===== config.mk =====
export PLATFORM = sky130hd
export DESIGN_NAME = ovl_even_parity_encoder
export DESIGN_NICKNAME = d
export VERILOG_FILES = /design/src/rtl/ovl_even_parity_encoder.sv
export SDC_FILE = /design/constraint.sdc
export NUM_CORES = 1
export LEC_CHECK = 0
export ABC_AREA = 1
export ABC_CLOCK_PERIOD_IN_PS = 2100
export CELL_PAD_IN_SITES_DETAIL_PLACEMENT = 1
export CELL_PAD_IN_SITES_GLOBAL_PLACEMENT = 2
export CORE_MARGIN = 3
export CORE_UTILIZATION = 37
export CTS_CLUSTER_DIAMETER = 40
export DETAILED_ROUTE_END_ITERATION = 8
export DONT_BUFFER_PORTS = 1
export GPL_TIMING_DRIVEN = 0
export HOLD_SLACK_MARGIN = 0.08
export PLACE_DENSITY_LB_ADDON = 0.1
export SLEW_MARGIN = 0
export SYNTH_ARGS = -nofsm -noshare
export SYNTH_HDL_FRONTEND = slang
export SYNTH_SLANG_ARGS = --single-unit
export TNS_END_PERCENT = 5

===== constraint.sdc =====
create_clock -name clock -period 2.1 [get_ports clock]
set_input_delay 0.21 -clock clock [delete_from_list [all_inputs] [get_ports clock]]
set_output_delay 0.21 -clock clock [all_outputs]
set_load 0.01 [all_outputs]

===== src/rtl/ovl_even_parity_encoder.sv =====
// Even-parity encoder: appends a parity bit per beat and optionally closes each frame with an LRC trailer.
// Accepted beats are visible one edge later; in_ready depends only on registered state, so out_ready stalls back up through the 2-entry buffer.
module sync_fifo #(
  parameter int W     = 8,
  parameter int DEPTH = 2
) (
  input  logic         clock,
  input  logic         reset,
  input  logic         push,
  input  logic [W-1:0] push_dat,
  input  logic         pop,
  output logic [W-1:0] pop_dat,
  output logic         full,
  output logic         empty
);
  localparam int AW = (DEPTH > 1) ? $clog2(DEPTH) : 1;

  logic [W-1:0]  mem [DEPTH];
  logic [AW-1:0] wr_ptr;
  logic [AW-1:0] rd_ptr;
  logic [AW:0]   count;
  logic          wr_en;
  logic          rd_en;

  // A push into a full FIFO is dropped even when a pop happens in the same cycle.
  assign wr_en   = push && !full;
  assign rd_en   = pop && !empty;
  assign full    = (count == (AW+1)'(DEPTH));
  assign empty   = (count == '0);
  assign pop_dat = mem[rd_ptr];

  function automatic logic [AW-1:0] ptr_inc(input logic [AW-1:0] p);
    return (p == AW'(DEPTH-1)) ? '0 : p + 1'b1;
  endfunction

  always_ff @(posedge clock or posedge reset) begin
    if (reset) begin
      for (int i = 0; i < DEPTH; i++) mem[i] <= '0;
      wr_ptr <= '0;
      rd_ptr <= '0;
      count  <= '0;
    end else begin
      if (wr_en) begin
        mem[wr_ptr] <= push_dat;
        wr_ptr      <= ptr_inc(wr_ptr);
      end
      if (rd_en) rd_ptr <= ptr_inc(rd_ptr);
      count <= count + {{AW{1'b0}}, wr_en} - {{AW{1'b0}}, rd_en};
    end
  end
endmodule

module ovl_even_parity_encoder #(
  parameter int width        = 8,
  parameter bit frame_parity = 1'b1
) (
  input  logic             clock,
  input  logic             reset,
  input  logic             enable,
  input  logic             in_valid,
  output logic             in_ready,
  input  logic [width-1:0] in_data,
  input  logic             in_last,
  input  logic             inject_err,
  output logic             out_valid,
  input  logic             out_ready,
  output logic [width:0]   out_data,
  output logic             out_last,
  output logic             out_trailer,
  output logic [15:0]      beat_count
);
  typedef enum logic [1:0] {IDLE, FRAME, TRAILER} state_t;

  typedef struct packed {
    logic           last;
    logic           trailer;
    logic [width:0] dat;
  } beat_t;

  state_t           state;
  state_t           state_nxt;
  logic [width-1:0] acc;
  logic             in_acc;
  logic             trl_push;
  logic             push;
  beat_t            push_beat;
  beat_t            head;
  logic             pop;
  logic             full;
  logic             empty;

  always_ff @(posedge clock or posedge reset) begin
    if (reset) state <= IDLE;
    else       state <= state_nxt;
  end

  always_comb begin
    state_nxt = state;
    case (state)
      IDLE, FRAME: begin
        if (in_acc) begin
          if (!in_last)          state_nxt = FRAME;
          else if (frame_parity) state_nxt = TRAILER;
          else                   state_nxt = IDLE;
        end
      end
      TRAILER: if (!full) state_nxt = IDLE;
      default: state_nxt = IDLE;
    endcase
  end

  always_comb begin
    in_ready  = !reset && enable && !full && (state != TRAILER);
    in_acc    = in_valid && in_ready;
    trl_push  = (state == TRAILER) && !full;
    push      = in_acc || trl_push;
    push_beat = '0;
    if (trl_push) begin
      // Trailer parity is never injected so the LRC itself stays trustworthy.
      push_beat.last    = 1'b1;
      push_beat.trailer = 1'b1;
      push_beat.dat     = {^acc, acc};
    end else begin
      push_beat.last = !frame_parity && in_last;
      push_beat.dat  = {(^in_data) ^ inject_err, in_data};
    end
  end

  always_ff @(posedge clock or posedge reset) begin
    if (reset)                      acc <= '0;
    else if (trl_push)              acc <= '0;
    else if (in_acc && frame_parity) acc <= acc ^ in_data;
  end

  sync_fifo #(.W($bits(beat_t)), .DEPTH(2)) u_buf (
    .clock    (clock),
    .reset    (reset),
    .push     (push),
    .push_dat (push_beat),
    .pop      (pop),
    .pop_dat  (head),
    .full     (full),
    .empty    (empty)
  );

  assign out_valid = !empty;
  assign pop       = out_valid && out_ready;
  assign {out_last, out_trailer, out_data} = head;

  always_ff @(posedge clock or posedge reset) begin
    if (reset)    beat_count <= '0;
    else if (pop) beat_count <= beat_count + 16'd1;
  end
endmodule


==> summary.txt, run 1 <==
Tcrit/Tclk final - 0.9134
List of most frequent post-synthesis cells - nand2_1 (99), dfrtp_1 (50), inv_1 (36)
HPWL after detailed placement - 4586 µm
All-Layer GR Usage - 0.1671
Fmax - 521.3 MHz
Hold Crit Endpoint - acc[1]$_DFFE_PP0N_
Clock Latency Late Sink - 0.31 ns
Gpl congestion - 0.7231
Slew Limit Fails - 0
Worst reg2reg startpoint - state[1]$_DFFE_PP0P_
Average wire per standard cell - 14.55 µm
Crit path max fanout - 6
1st-iter DRT viols - 89
Gate Count Post-Synth - 319
Full die area - 0.008217 mm²
Fin crit period - 1.918 ns
Final nets - 349
Sequential share of power - 0.443
Antenna viol nets, final - 0
EDFF count, synth - 0
Worst hold start - in_data[1]
Syn_area_per_cell - 8.311 µm²
Post-synth ARST share - 1.000
CTS clk-pin slew, worst paths - 0.09 ns
Gate power share - 0.363
Clock tree buffer depth - 2
Hold path cells - 2
H-tree levels - 2
Syn Nets - 337
Status - finished clean
Rel. slew slack - 0.7049
Worst Tran Pin Value - 0.4380 ns
Final TNS setup - 0 ns
DP Worst Slack - 0.2548 ns
Net Sw Power - 1.496 mW
Synth Area in Compound Gates - 0.07928
Main combinational cell family by area after synthesis - simple AND/OR/NAND/NOR gates
RSZ-0062 raised after global routing - no
Crit. End Element - register
Synth Flop Type - dfrtp_1
Largest net degree at the start of global routing - 39
CTS tree - built
Sw Ratio - 0.3979
Final setup vio count - 0
Endpoints failing hold - 0
Layout Skew - 0.01121 ns
Vias - 2055
Hold Crit Class - input port to register
Ant diodes - 0
Synth area leader - dfrtp_1
Critical Path AT - 2.17 ns
Total CTS buffers - 5
Synth Cell Area - 0.002651 mm²
Synth cell types - 32
Initial antenna violation count - 0
Starting Density - 0.3860
Remaining DRCs - 0
Clock power frac - 0.195
R2r setup slk - 0.18 ns
Sink Count - 50
Register area share after synthesis - 0.4719
CP required - 2.35 ns
I/O pin total - 44
Mux contribution to synthesized area - 0.008495
Seq cells post-synth - 50
Most frequent cell after synthesis - nand2_1
RR Endpoint - state[0]$_DFFE_PP0P_
Die Y - 90.65 µm
Worst hold slack - 0.08638 ns
Post-synth top area share - 0.4719
Vias in the first global route - 2312
Post-CTS setup buffer count - 0
Final WL - 6226 µm
DR pass1 iterations - 4
Std cell rows - 30
Post-synthesis xor/xnor area fraction - 0.09910
CTS root buffer - clkbuf_8
Peak VDD IR - 0.4716 mV
Crit start category - register
Post-DR vias/cell - 4.801
Max Cap Viol - 0
FF-to-FF path depth - 6
Largest cells by area after synthesis - dfrtp_1 (47%), nand2_1 (14%), o21ai_0 (6.0%)
First-pass GRT wire length - 11060 µm
Die span in x - 90.65 µm
Grt ovf - 0
Post-Synth Adder-Cell Area - 0.01416
Syn-to-layout area delta - 11.61%
Final worst setup slack - 0.1818 ns
Leakage - 1.491 nW
Core Area - 0.006869 mm²
P_int - 2.264 mW
Layout cell share with drive strength beyond 1 - 0.09940
PD cells - 1271 mW/mm²
Crit Path Category - register to register
Ys Warns - 0
Input/output buffers - 0
Simple-gate share of the synthesized area - 0.2501
==> how the worst max path moves through the flow <==
stage | start | end | slack [ns] | cells past startpoint
6_report | state[1]$_DFFE_PP0P_ | state[0]$_DFFE_PP0P_ | 0.18 | 6
5_1_grt | u_buf.count[1]$_DFF_PP0_ | beat_count[13]$_DFFE_PP0P_ | 0.03 | 9
4_1_cts | u_buf.rd_ptr$_DFFE_PP0P_ | out_data[0] | 0.03 | 4
3_5_place_dp | u_buf.count[1]$_DFF_PP0_ | u_buf.mem[14]$_DFFE_PP0P_ | 0.25 | 9
3_3_place_gp | reset | u_buf.mem[16]$_DFFE_PP0P_ | 0.02 | 1
2_1_floorplan | u_buf.count[1]$_DFF_PP0_ | u_buf.count[1]$_DFF_PP0_ | 0.45 | 9
==> cells in the final DEF (no fill, tap or decap) <==
master         netlist  final
nor3_1               6      6
o32ai_1              1      1
inv_6                1      2
nand3_1             14     14
a21oi_1              3      3
nor3_2               1      1
nand3b_1             1      1
bufinv_16            0      1
nor2_4               1      1
dfrtp_1             50     50
nand2_4              1      1
inv_1               36     35
buf_8                1      1
nand4_1              1      1
buf_12               0      1
nor3_4               1      1
nor2_8               1      1
xnor2_1             12     12
o21ai_0             32     32
buf_4                1      1
clkbuf_1             3      2
inv_2                3      4
nand2_1             99     99
buf_2                3      3
xor2_1              18     18
ha_1                 3      3
clkbuf_8             0      6
nor2_1              16     16
nand2_2              2      2
nor2_2               1      1
dlygate4sd3_1        0      5
nand2_8              1      1
a311oi_1             1      1
mux2_2               2      2
nand3_2              1      1
o21ai_2              2      2
==> per-stage QoR <==
step	cells	power (mW)	utilization	instance area, µm²
after global placement	415	2.990	0.4035	2771
after global routing	428	4.124	0.4308	2959
after detailed placement	416	3.072	0.4064	2791
after floorplan	319	2.719	-	2651
after CTS	429	3.837	0.4313	2963
final	428	3.761	0.4308	2959
==> power by group through the flow <==
stage / Combinational [mW] / Clock [mW] / Sequential (mW)
finish: 1.36 / 0.732 / 1.66
detailed placement: 1.42 / 0 / 1.65
global placement: 1.35 / 0 / 1.64
floorplan: 1.14 / 0 / 1.58
global route: 1.61 / 0.798 / 1.72
CTS: 1.45 / 0.755 / 1.63
==> flip-flops by register name, summed over array words and instances, names as in the netlist <==
register and cells:
u_buf.rd_ptr 1, u_buf.mem 20, state 2, u_buf.wr_ptr 1
acc 8, u_buf.count 2, beat_count 16
==> layout make-up <==
cell class | instances | area (µm²)
buffer | 7 | 45.04
clock buffer | 6 | 82.58
clock inverter | 2 | 38.79
fill | 838 | 3910
inverter | 40 | 155.1
multi-input combinational | 221 | 1196
sequential | 50 | 1251
tap | 96 | 120.1
timing repair buffer | 6 | 70.07
==> kinds of logic (layout without fill, tap and decap cells) <==
kind of cell,after synthesis,after routing
DFF,50,50
muxes,2,2
xor gates and xnor gates,30,30
and+or+nand+nor,147,147
AOI/OAI and AO/OA,39,39
buffers and inverters,48,61
adders and majority gates,3,3
==> per-layer routing <==
metal,GRT usage,vias to the layer above,wire [µm]
met2,0.3045,28,3250
met4,0.04082,0,59
met1,0.1944,1008,2668
li1,-,1012,-
met3,0.04333,7,247
met5,0,-,0
==> critical path, stage by stage, from the launching register on <==
cell and delay [ns]:
dfrtp_1 0.41, inv_2 0.09, nor2_2 0.06, nor3_4 0.36, a21oi_1 0.12, a311oi_1 0.24, dlygate4sd3_1 0.60
==> timing repair <==
item	CTS	global route
hold endpoints to repair	53	0
resized for setup	0	0
hold buffers	5	0
setup endpoints to repair	0	8
Note: power is estimated with default switching activity, not from simulation.
==> inputs of run 2 (changes only) <==
--- a/config.mk
+++ b/config.mk
@@ -16,7 +16,7 @@
 export DONT_BUFFER_PORTS = 1
 export GPL_TIMING_DRIVEN = 0
 export HOLD_SLACK_MARGIN = 0.08
-export PLACE_DENSITY_LB_ADDON = 0.1
+export PLACE_DENSITY = 0.8
 export SLEW_MARGIN = 0
 export SYNTH_ARGS = -nofsm -noshare
 export SYNTH_HDL_FRONTEND = slang
==> run 2 against run 1 <==
  * Clock skew down 0.0029 ns
  * Utilization is 0.26 points lower
  * Critical path depth did not move
  * Clock-buffer cell count fell by 1
  * Global-route usage is 1.2 points lower
  * Power fell by 1.6%
  * Die area unchanged
  * Sequential share of layout area up 0.25 points
  * Critical path type unchanged
  * Largest power group unchanged
==> summary.txt, run 2 (same netlist as run 1, synthesis figures left out) <==
Status - finished clean
Fmax - 532.2 MHz (+2.1%)
Crit path from - u_buf.count[1]$_DFF_PP0_
Clock power frac - 0.185 (-0.010)
Placed cell count - 416 (unchanged)
Core Area - 0.006869 mm² (unchanged)
Die Y - 90.65 µm (unchanged)
Sink Count - 50 (unchanged)
Grt ovf - 0 (unchanged)
Clock Latency Late Sink - 0.30 ns (about the same)
Storage element area - 0.001251 mm² (unchanged)
All-Layer GR Usage - 0.1548 (-0.01237)
First-pass GRT wire length - 10470 µm (-5.3%)
Clock tree buffer depth - 2 (unchanged)
HPWL after detailed placement - 4483 µm (-2.3%)
Syn-to-layout area delta - 10.95%
GRT Max-Usage Layer - met2
Crit. End Element - register
CTS clk-pin slew, worst paths - 0.09 ns (about the same)
Worst reg2reg startpoint - u_buf.count[1]$_DFF_PP0_
Most common cell after layout, fill and taps aside - nand2_1
Worst Tran Pin Value - 0.5718 ns (+0.1338 ns)
Max Cap Viol - 0 (unchanged)
Full die area - 0.008217 mm² (unchanged)
Max reg flops - 20 (unchanged)
GRT met3 Usage - 0.03583 (-0.007500)
CP required - 2.33 ns (-0.02 ns)
Vias - 2038 (-0.83%)
Most flops, register - u_buf.mem
GRT met2 Usage - 0.2644 (-0.04015)
RSZ-0062 raised after global routing - no
Crit path max fanout - 6 (unchanged)
Peak VDD IR - 0.5112 mV (+8.4%)
Sw Ratio - 0.3973 (-0.0006239)
Vias in the first global route - 2142 (-7.4%)
Layout cell share with drive strength beyond 1 - 0.1024 (+0.003012)
1st-iter DRT viols - 58 (-35%)
Leakage - 1.487 nW (-0.26%)
Slew Limit Fails - 0 (unchanged)
Fillcell total - 844 (+0.72%)
Final nets - 349 (unchanged)
Input/output buffers - 0 (unchanged)
Total CTS buffers - 5 (unchanged)
Worst hold start - in_data[0]
Gate power share - 0.377 (+0.014)
FF-to-FF path depth - 6 (unchanged)
Final WL - 5897 µm (-5.3%)
CP top delay family - buffers and inverters
CP max-delay cell - dlygate4sd3_1
Std cell rows - 30 (unchanged)
Rel. slew slack - 0.6183 (-0.08666)
Crit Path Category - register to register
H-tree levels - 2 (unchanged)
WP depth - 6 (unchanged)
Hold Crit Class - input port to register
Area of the multi-input gates - 0.001196 mm² (unchanged)
GR Layer Usage met1 - 0.2039 (+0.009549)
Tcrit/Tclk final - 0.8948 (-0.01866)
Antenna viol nets, final - 0 (unchanged)
Worst path cell trace - nand2_2 -> nand2_1 -> nor3_4 -> a21oi_1 -> a311oi_1 -> dlygate4sd3_1
Post-CTS setup buffer count - 0 (unchanged)
Average wire per standard cell - 13.78 µm (-5.3%)
Crit start category - register
I/O pin total - 44 (unchanged)
Initial antenna violation count - 0 (unchanged)
Post-DR vias/cell - 4.762 (-0.83%)
Hold path cells - 2 (unchanged)
P_int - 2.229 mW (-1.5%)
Net Sw Power - 1.469 mW (-1.8%)
Sequential share of power - 0.438 (-0.005)
Buffers & Inverters on Critical Path - 1 (-1)
Starting Density - 0.3860 (unchanged)
PD cells - 1257 mW/mm² (-1.1%)
Largest registers - u_buf.mem (20), beat_count (16), acc (8)
DR pass1 iterations - 4 (unchanged)
Critical Path AT - 2.11 ns (-0.06 ns)
Die span in x - 90.65 µm (unchanged)
Remaining DRCs - 0 (unchanged)
Fin crit period - 1.879 ns (-0.03919 ns)
Final TNS setup - 0 ns (unchanged)
Largest net degree at the start of global routing - 27 (-31%)
CP max stage delay - 0.58 ns (-0.02 ns)
Layout Skew - 0.008356 ns (-0.002859 ns)
CTS root buffer - clkbuf_8
Most frequent cells in the layout - nand2_1 (99), dfrtp_1 (50), inv_1 (35), o21ai_0 (32), xor2_1 (18)
Endpoints failing hold - 0 (unchanged)
Final Non-Filler Cells - 428 (unchanged)
CTS tree - built
R2r setup slk - 0.22 ns (+0.04 ns)
Ant diodes - 0 (unchanged)
Final setup vio count - 0 (unchanged)
Gpl congestion - 0.7318 (+1.2%)
run 2: changes by cell type in the layout (fill, tap and decap cells not counted), sizes merged:
cell / previous run / this run
clkinv: 0 / 2
dlygate4sd3: 5 / 4
inv: 41 / 40
run 2: cell type report:
| cell class | instances | area share |
|---|---|---|
| flip-flops and latches | 50 | 0.4254 |
| multi-input cells | 221 | 0.4066 |
| inverters | 40 | 0.05274 |
| well taps | 96 | 0.04083 |
| clock buffers | 5 | 0.02339 |
| repair buffers | 5 | 0.02042 |
| plain buffers | 8 | 0.01701 |
| clock inverters | 3 | 0.01361 |
run 2: repair_timing:
item	in CTS	in global routing
hold buffers	4	0
setup endpoints to repair	0	8
gates resized for setup	0	2
endpoints found under the hold margin	26	0
run 2: layer usage:
layer / up-vias / wire, µm
met5: - / 0
met4: 0 / 21
met3: 2 / 214
met2: 27 / 2917
met1: 993 / 2743
li1: 1016 / -
run 2: final timing paths:
kind	endpoint
setup reg to reg	state[0]$_DFFE_PP0P_
min in group asynchronous	u_buf.mem[20]$_DFFE_PP0P_
max in group asynchronous	u_buf.rd_ptr$_DFFE_PP0P_
setup / recovery	state[0]$_DFFE_PP0P_
hold / removal	acc[0]$_DFFE_PP0N_
hold reg to reg	u_buf.mem[3]$_DFFE_PP0P_
run 2: worst reg2reg max path: stages (launching register included):
cell           delay, ns
dfrtp_1             0.40
nand2_2             0.09
nand2_1             0.08
nor3_4              0.33
a21oi_1             0.12
a311oi_1            0.23
dlygate4sd3_1       0.58
run 2: per-stage QoR:
step / total power [mW] / setup slack (ns) / cell area, µm² / util / hold WS, ns
finish: 3.699 / 0.2210 / 2942 / 0.4282 / 0.09411
global route: 4.050 / 0.09473 / 2942 / 0.4282 / 0.08529
CTS: 3.747 / 0.1034 / 2940 / 0.4281 / 0.08544
detailed placement: 3.043 / 0.2637 / 2791 / 0.4064 / 0.1844
global placement: 2.979 / 0.05397 / 2771 / 0.4035 / 0.3330
floorplan: 2.719 / 0.4465 / 2651 / - / 0.3138
run 2: power by group through the flow:
| stage | clock, mW | combinational (mW) | sequential [mW] |
|---|---|---|---|
| after floorplan | 0 | 1.14 | 1.58 |
| after global placement | 0 | 1.35 | 1.63 |
| after detailed placement | 0 | 1.40 | 1.64 |
| after CTS | 0.693 | 1.43 | 1.63 |
| after global routing | 0.741 | 1.63 | 1.68 |
| final | 0.684 | 1.39 | 1.62 |
==> inputs of run 3 (changes only) <==
--- a/config.mk
+++ b/config.mk
@@ -17,6 +17,7 @@
 export GPL_TIMING_DRIVEN = 0
 export HOLD_SLACK_MARGIN = 0.08
 export PLACE_DENSITY = 0.8
+export SKIP_CTS_REPAIR_TIMING = 1
 export SLEW_MARGIN = 0
 export SYNTH_ARGS = -nofsm -noshare
 export SYNTH_HDL_FRONTEND = slang
==> run 3 against run 2 <==
  * Sequential share of layout area unchanged
  * Clock power about the same
  * Clock-buffer cell count unchanged
  * Hold slack about the same
  * Design area unchanged
  * Die area unchanged
  * Flip-flop and latch count unchanged
  * Fmax about the same
  * Critical path depth unchanged
  * Cell count unchanged
  * Combinational power about the same
  * Worst setup slack about the same
  * Critical endpoint unchanged
  * Largest cell class unchanged
==> summary.txt, run 3 (same netlist as run 1, synthesis figures left out) <==
Starting Density - 0.3860 (unchanged)
Initial antenna violation count - 0 (unchanged)
Final TNS setup - 0 ns (unchanged)
Slew Limit Fails - 0 (unchanged)
Crit path max fanout - 6 (unchanged)
Layout Skew - 0.008192 ns (-0.0001643 ns)
H-tree levels - 2 (unchanged)
Worst hold slack - 0.09389 ns (-0.0002174 ns)
Clock Latency Late Sink - 0.30 ns (about the same)
Crit start category - register
All-Layer GR Usage - 0.1534 (-0.001417)
CTS tree - built
Peak VDD IR - 0.5114 mV (about the same)
Final setup vio count - 0 (unchanged)
Largest registers - u_buf.mem (20), beat_count (16), acc (8)
Total CTS buffers - 5 (unchanged)
Clock tree buffer depth - 2 (unchanged)
Final WL - 5884 µm (-0.22%)
Grt ovf - 0 (unchanged)
Std cell rows - 30 (unchanged)
Remaining DRCs - 0 (unchanged)
CTS clk-pin slew, worst paths - 0.09 ns (about the same)
Crit path from - u_buf.count[1]$_DFF_PP0_
Placed Instance Area - 0.002791 mm² (unchanged)
HPWL after detailed placement - 4483 µm (unchanged)
Fin crit period - 1.879 ns (-0.0004690 ns)
R2r setup slk - 0.22 ns (about the same)
Rel. slew slack - 0.6184 (about the same)
Core Area - 0.006869 mm² (unchanged)
Sink Count - 50 (unchanged)
First-pass GRT wire length - 10360 µm (-1.1%)
Max Cap Viol - 0 (unchanged)
Layout cell share with drive strength beyond 1 - 0.1024 (unchanged)
Most flops, register - u_buf.mem
Die span in x - 90.65 µm (unchanged)
Largest net degree at the start of global routing - 27 (unchanged)
Vias in the first global route - 2104 (-1.8%)
Worst reg2reg startpoint - u_buf.count[1]$_DFF_PP0_
Worst hold start - in_data[0]
Status - finished clean
Critical Path AT - 2.11 ns (about the same)
1st-iter DRT viols - 60 (+3.4%)
Antenna viol nets, final - 0 (unchanged)
CP required - 2.33 ns (about the same)
Crit Path Category - register to register
Final nets - 349 (unchanged)
Input/output buffers - 0 (unchanged)
CTS root buffer - clkbuf_8
Average wire per standard cell - 13.75 µm (-0.22%)
Gpl congestion - 0.7318 (unchanged)
Most common cell after layout, fill and taps aside - nand2_1
Fillcell total - 843 (-0.12%)
Hold Crit Class - input port to register
I/O pin total - 44 (unchanged)
Most frequent cells in the layout - nand2_1 (99), dfrtp_1 (50), inv_1 (35), o21ai_0 (32), xor2_1 (18)
Endpoints failing hold - 0 (unchanged)
RSZ-0062 raised after global routing - no
Die Y - 90.65 µm (unchanged)
Max reg flops - 20 (unchanged)
Fmax - 532.3 MHz (about the same)
Final core utilization - 0.4282 (unchanged)
Vias - 2037 (-0.049%)
DR pass1 iterations - 4 (unchanged)
Full die area - 0.008217 mm² (unchanged)
Leakage - 1.487 nW (unchanged)
Final std cell area, no fill - 0.002942 mm² (unchanged)
Post-DR vias/cell - 4.759 (about the same)
Tcrit/Tclk final - 0.8945 (about the same)
Ant diodes - 0 (unchanged)
PD cells - 1258 mW/mm² (about the same)
Worst Tran Pin Value - 0.5716 ns (-0.0001858 ns)
Crit. End Element - register
Syn-to-layout area delta - 10.95% (unchanged)
==> run 3: cell counts in the layout (fill, tap and decap cells not counted) <==
Identical to the previous run, type by type.
==> run 3: where the power goes <==
group / leakage (nW) / switching [mW] / total [mW] / internal (mW)
sequential: 0.626 / 0.289 / 1.62 / 1.33
combinational: 0.803 / 0.849 / 1.40 / 0.546
clock: 0.0579 / 0.332 / 0.684 / 0.351
==> run 3: stage by stage <==
step           power (mW)  std cells  setup WS, ns
2_1_floorplan       2.719        319        0.4465
3_3_place_gp        2.979        415       0.05397
3_5_place_dp        3.043        416        0.2637
4_1_cts             3.728        424        0.1034
5_1_grt             4.049        428       0.09373
6_report            3.700        428        0.2214
==> run 3: worst paths after layout <==
| check | cells after the start | to |
|---|---|---|
| hold / removal | 2 | acc[0]$_DFFE_PP0N_ |
| setup / recovery | 6 | state[0]$_DFFE_PP0P_ |
| setup reg to reg | 6 | state[0]$_DFFE_PP0P_ |
| min in group asynchronous | 2 | u_buf.mem[20]$_DFFE_PP0P_ |
| max in group asynchronous | 3 | u_buf.rd_ptr$_DFFE_PP0P_ |
| hold reg to reg | 2 | u_buf.mem[3]$_DFFE_PP0P_ |
==> run 3: metal layers <==
metal  wire (µm)  vias up  global-route usage  share of wire
met5           0        -                   0              0
met4          21        0             0.02296         0.0036
met3         214        2             0.03750          0.036
met2        2890       27              0.2588           0.49
met1        2757      992              0.2034           0.47
li1            -     1016                   -              -
==> run 3: layout make-up <==
class                      instances  area (µm²)  area share
tap                               96       120.1     0.04083
sequential                        50        1251      0.4254
buffer                             8       50.05     0.01701
inverter                          40       155.1     0.05274
clock buffer                       5       68.82     0.02339
multi-input combinational        221        1196      0.4066
clock inverter                     3       40.04     0.01361
timing repair buffer               5       60.06     0.02042
==> run 3: worst max-delay path, cell delays in order (launching register included) <==
cell and delay (ns):
dfrtp_1 0.40, nand2_2 0.09, nand2_1 0.08, nor3_4 0.32, a21oi_1 0.12, a311oi_1 0.23
dlygate4sd3_1 0.58
